$ cat config.mk
export PLATFORM = sky130hd
export DESIGN_NAME = tx_fifo_mgnt
export DESIGN_NICKNAME = d
export VERILOG_FILES = /design/src/rtl/tx_fifo_mgnt.sv
export SDC_FILE = /design/constraint.sdc
export NUM_CORES = 1
export LEC_CHECK = 0
export CAP_MARGIN = 20
export CORE_UTILIZATION = 45
export CTS_CLUSTER_DIAMETER = 30
export DETAILED_ROUTE_END_ITERATION = 12
export DONT_BUFFER_PORTS = 1
export PLACE_DENSITY_LB_ADDON = 0.15
export SYNTH_ARGS = -nofsm -noshare
export SYNTH_HDL_FRONTEND = slang
export SYNTH_SLANG_ARGS = --single-unit
$ cat constraint.sdc
create_clock -name txclk -period 10.4 [get_ports txclk]
set_clock_uncertainty 0.1 [all_clocks]
set_input_delay 2.08 -clock txclk [delete_from_list [all_inputs] [get_ports txclk]]
set_output_delay 2.08 -clock txclk [all_outputs]
set_load 0.05 [all_outputs]
$ cat src/rtl/tx_fifo_mgnt.sv
// Transmit FIFO manager: buffers client words and streams complete frames to the TX engine.
// Define TX_UNDERRUN_FLUSH_EN to discard the rest of a frame after underrun instead of stalling.
module tx_fifo_mgnt #(
  parameter int unsigned DEPTH_LOG2   = 4,
  parameter int unsigned START_THRESH = 4
) (
  input  logic                txclk,
  input  logic                reset,
  input  logic [63:0]         tx_data,
  input  logic [7:0]          tx_data_valid,
  input  logic                tx_start,
  input  logic                tx_end,
  output logic                tx_ready,
  output logic [63:0]         txd64,
  output logic [7:0]          txc_fifo,
  output logic                tx_en,
  output logic                tx_sof,
  output logic                tx_eof,
  output logic                tx_underrun,
  output logic [DEPTH_LOG2:0] fifo_level
);
  localparam int unsigned DEPTH = 1 << DEPTH_LOG2;

  typedef logic [DEPTH_LOG2-1:0] ptr_t;
  typedef logic [DEPTH_LOG2:0]   lvl_t;
  typedef struct packed {
    logic [63:0] data;
    logic [7:0]  val;
    logic        sof;
    logic        eof;
  } entry_t;

`ifdef TX_UNDERRUN_FLUSH_EN
  typedef enum logic [1:0] {ST_IDLE, ST_SEND, ST_IFG, ST_FLUSH} state_t;
`else
  typedef enum logic [1:0] {ST_IDLE, ST_SEND, ST_IFG} state_t;
`endif

  entry_t r_mem [DEPTH];
  ptr_t   r_wr_ptr;
  ptr_t   r_rd_ptr;
  lvl_t   r_level;
  lvl_t   r_frames;
  state_t r_state;
  logic   r_urun_seen;
  logic   r_s1_en;
  entry_t r_s1;

  logic   w_wr;
  logic   w_pop;
  logic   w_fwd;
  logic   w_urun;
  logic   w_empty;
  logic   w_can_start;
  entry_t w_head;

  assign w_empty     = (r_level == '0);
  assign w_head      = r_mem[r_rd_ptr];
  assign tx_ready    = (r_level != lvl_t'(DEPTH)) & ~reset;
  assign w_wr        = (|tx_data_valid) & tx_ready;
  assign w_can_start = (r_frames != '0) || (32'(r_level) >= START_THRESH);
  assign fifo_level  = r_level;

  // w_pop advances the read pointer; w_fwd marks pops that reach the outputs
  always_comb begin
    w_pop  = 1'b0;
    w_fwd  = 1'b0;
    w_urun = 1'b0;
    case (r_state)
      ST_IDLE: begin
        if (!w_empty) begin
          if (!w_head.sof) begin
            w_pop = 1'b1;
          end else if (w_can_start) begin
            w_pop = 1'b1;
            w_fwd = 1'b1;
          end
        end
      end
      ST_SEND: begin
        if (!w_empty) begin
          w_pop = 1'b1;
          w_fwd = 1'b1;
        end else begin
          w_urun = 1'b1;
        end
      end
`ifdef TX_UNDERRUN_FLUSH_EN
      ST_FLUSH: w_pop = !w_empty;
`endif
      default: ;
    endcase
  end

  always_ff @(posedge txclk) begin
    if (w_wr) begin
      r_mem[r_wr_ptr] <= '{data: tx_data, val: tx_data_valid, sof: tx_start, eof: tx_end};
    end
  end

  always_ff @(posedge txclk) begin
    if (reset) begin
      r_wr_ptr    <= '0;
      r_rd_ptr    <= '0;
      r_level     <= '0;
      r_frames    <= '0;
      r_state     <= ST_IDLE;
      r_urun_seen <= 1'b0;
      r_s1_en     <= 1'b0;
      r_s1        <= '0;
      tx_en       <= 1'b0;
      txd64       <= '0;
      txc_fifo    <= '0;
      tx_sof      <= 1'b0;
      tx_eof      <= 1'b0;
      tx_underrun <= 1'b0;
    end else begin
      if (w_wr)  r_wr_ptr <= r_wr_ptr + ptr_t'(1);
      if (w_pop) r_rd_ptr <= r_rd_ptr + ptr_t'(1);

      case ({w_wr, w_pop})
        2'b10:   r_level <= r_level + lvl_t'(1);
        2'b01:   r_level <= r_level - lvl_t'(1);
        default: ;
      endcase

      case ({w_wr & tx_end, w_pop & w_head.eof})
        2'b10:   r_frames <= r_frames + lvl_t'(1);
        2'b01:   r_frames <= r_frames - lvl_t'(1);
        default: ;
      endcase

      // Two-stage output: pop into s1, then s1 onto the registered outputs
      r_s1_en  <= w_fwd;
      r_s1     <= w_fwd ? w_head : '0;
      tx_en    <= r_s1_en;
      txd64    <= r_s1.data;
      txc_fifo <= r_s1.val;
      tx_sof   <= r_s1.sof;
      tx_eof   <= r_s1.eof;

      // Pulse once per underrun episode, re-armed by the next pop
      tx_underrun <= w_urun & ~r_urun_seen;
      if (w_urun)     r_urun_seen <= 1'b1;
      else if (w_pop) r_urun_seen <= 1'b0;

      case (r_state)
        ST_IDLE: begin
          if (w_fwd) r_state <= w_head.eof ? ST_IFG : ST_SEND;
        end
        ST_SEND: begin
          if (w_pop && w_head.eof) r_state <= ST_IFG;
`ifdef TX_UNDERRUN_FLUSH_EN
          else if (w_urun)         r_state <= ST_FLUSH;
`endif
        end
        ST_IFG: r_state <= ST_IDLE;
`ifdef TX_UNDERRUN_FLUSH_EN
        ST_FLUSH: begin
          if (w_pop && w_head.eof) r_state <= ST_IDLE;
        end
`endif
        default: r_state <= ST_IDLE;
      endcase
    end
  end

endmodule

==> flow_summary.yaml <==
final_layout:
  stdcell_count: 4052
  layout.nets: 2452
  areaGrowthSynthToFinish_pct: 23.10
  drive_gt1_share_pct: 34.32
  num_antenna_cells: 0
synth:
  synthFlopType: "edfxtp_1"
  syn_area_mm2: 0.04971
  async_flop_share_pct: 0
  syn_nets: 2222
  syn-instance-count: 2132
  ys_ff_latch: 1360
  synth_enable_flop_cells: 1184
  synth_seq_area_share_pct: 78.60
  yosysWarnings: 0
  syn_avg_cell_area_um2: 23.32
  ys_types: 44
pwr:
  ir_drop_mv: 0.1995
  leakagePower_nw: 19.63
  power.density_mw_per_mm2: 293.6
clocking:
  hold_buffers: 0
  clock_path_buffers: 4
  clk_latency_ns: 0.84
  htreeDepth: 5
  cts_resized: 0
  clk_pin_slew_worst_paths_ns: 0.05
  cts_tree: "done"
  cts_setup_buffers: 0
  clkSinkCount: 1360
  clock-root-buffer: "clkbuf_16"
  cts_buffers: 288
global_routing:
  grt_pass1_vias: 24790
  grt_remaining_overflow: 0
  grt_pass1_wl_um: 164400
  grt_usage_pct: 20.34
  antenna_found_initial: 2
  grt_max_degree: 149
sta:
  hold_viol_final: 0
  slew_headroom_pct: 26.56
  holdWs_ns: 0.3092
  tightest_slew_ns: 1.102
  layout_min_cycle_time_ns: 5.514
  finalSetupViolCount: 0
  tns_ns: 0
  slew_violations: 0
  fmax_ghz: 0.1813
  finalCritPeriodShare_pct: 53.02
  layout_setup_ws_ns: 4.886
  rsz0062_at_grt: "false"
detailed_routing:
  wl_um: 110900
  vias_per_cell: 5.530
  drc: 0
  vias: 22409
  dr.pass1.iters: 5
  wl_per_cell_um: 27.37
  drt_iter0_drc: 1983
  antenna_left: 0
floorplan:
  rows: 121
  core_region_area_mm2: 0.1092
  die_x_um: 334.4
  die-height_um: 334.4
  dieArea_mm2: 0.1118
  pin_count: 158
  initial_core_util_pct: 45.54
placement:
  dp.final_hpwl_um: 54540
  gp_congestion: 0.7432
  dp_slack_ns: 4.865
  place_inst: 3547
  io_buffers: 0
setup_path:
  setup.worst_path.end_class: "flop"
  crit_type: "reg2reg"
  cp.required_ns: 11.01
  cp_max_fo: 39
  critPathArrivalTime_ns: 6.12
  worstSetupStartpointType: "flop"
outcome:
  outcome: "finished clean"
job:
  drv_cap: 0
hold_path:
  hold_class: "reg2reg"
-- flip-flops by register name, summed over array words and instances, names as in the netlist, named ones only --
signal       cells
r_mem         1184
txc_fifo         8
r_wr_ptr         4
fifo_level       5
r_rd_ptr         4
r_urun_seen      1
r_s1_en          1
r_frames         5
tx_eof           1
r_state          2
tx_en            1
r_s1            74
tx_underrun      1
txd64           64
tx_sof           1
-- metal layers --
layer / GRT usage, % / up-vias / wire (um)
li1: - / 9429 / -
met1: 27.08 / 12148 / 46680
met2: 33.35 / 670 / 55690
met3: 5.043 / 162 / 6787
met4: 5.846 / 0 / 1752
met5: 0 / - / 0
-- cell usage in the layout, fill, tap and decap left out, types with 6 or more instances in the layout --
master	instances
bufinv_16	34
clkinv_4	12
mux4_2	370
clkinvlp_4	36
nor2b_1	154
buf_4	47
clkbuf_8	14
edfxtp_1	1184
clkinv_2	33
nand2_1	9
nor2_4	12
nor2_1	19
inv_6	16
clkinv_1	20
inv_1	9
xor2_1	6
ha_1	13
clkbuf_16	294
clkbuf_1	42
a21oi_1	13
dfxtp_1	172
-- critical path, cell delays in order, from the launching register on --
cell      delay (ns)
dfxtp_4         0.91
buf_4           0.79
mux4_2          0.42
mux4_2          0.60
a211oi_4        0.48
and2_1          0.22
ha_1            0.32
xor2_1          0.13
ha_1            0.23
o21a_1          0.18
o22a_1          0.21
a21oi_1         0.20
mux2i_1         0.22
mux2_2          0.34
-- where the power goes --
part / internal, mW / switching [mW]
clock: 6.08 / 2.77
combinational: 1.27 / 1.16
sequential: 6.31 / 0.381
total: 13.7 / 4.31
-- area by class of cell --
| type | instances | area (um^2) |
|---|---|---|
| timing repair buffer | 49 | 400.4 |
| inverter | 9 | 33.78 |
| clock buffer | 350 | 7707 |
| tap | 1476 | 1847 |
| sequential | 1360 | 39090 |
| fill | 8008 | 47960 |
| multi-input combinational | 654 | 10300 |
| clock inverter | 154 | 1821 |
-- Yosys cell counts (all sizes together) (3+ instances only) --
cell type,n,share of area [%]
a21oi,13,0.13
buf,50,0.41
clkbuf,59,0.45
dfxtp,176,7.1
edfxtp,1184,72
ha,13,0.33
inv,9,0.068
mux2i,4,0.081
mux4,370,17
nand2,9,0.068
nand2b,4,0.050
nor2,31,0.23
nor2b,154,1.9
nor3,7,0.070
nor4,4,0.050
o21ai,4,0.040
xnor2,3,0.053
xor2,6,0.11
-- kinds of logic after synthesis --
| logic type | synth area share, % |
|---|---|
| compound gates | 0.4253 |
| xor+xnor | 0.1586 |
| fa+ha+maj | 0.3675 |
| buf+inv | 0.9237 |
| flops | 78.60 |
| mux | 16.89 |
| simple gates | 2.633 |
-- per-stage QoR --
stage / util, % / cell area, um^2 / power, mW
4_1_cts: 56.04 / 61170 / 18.17
3_3_place_gp: 47.31 / 51640 / 9.234
3_5_place_dp: 47.31 / 51640 / 9.265
5_1_grt: 56.07 / 61200 / 18.62
6_report: 56.07 / 61200 / 17.97
2_1_floorplan: - / 49710 / 8.612
-- final timing paths --
kind                 start          end  slack [ns]  cells past startpoint
setup reg to reg      flop  r_frames[4]        4.89                     13
hold / removal    r_s1[26]    txd64[16]        0.31                      1
setup / recovery      flop  r_frames[4]        4.89                     13
hold reg to reg   r_s1[26]    txd64[16]        0.31                      1
Power figures use the tool's default switching activity.
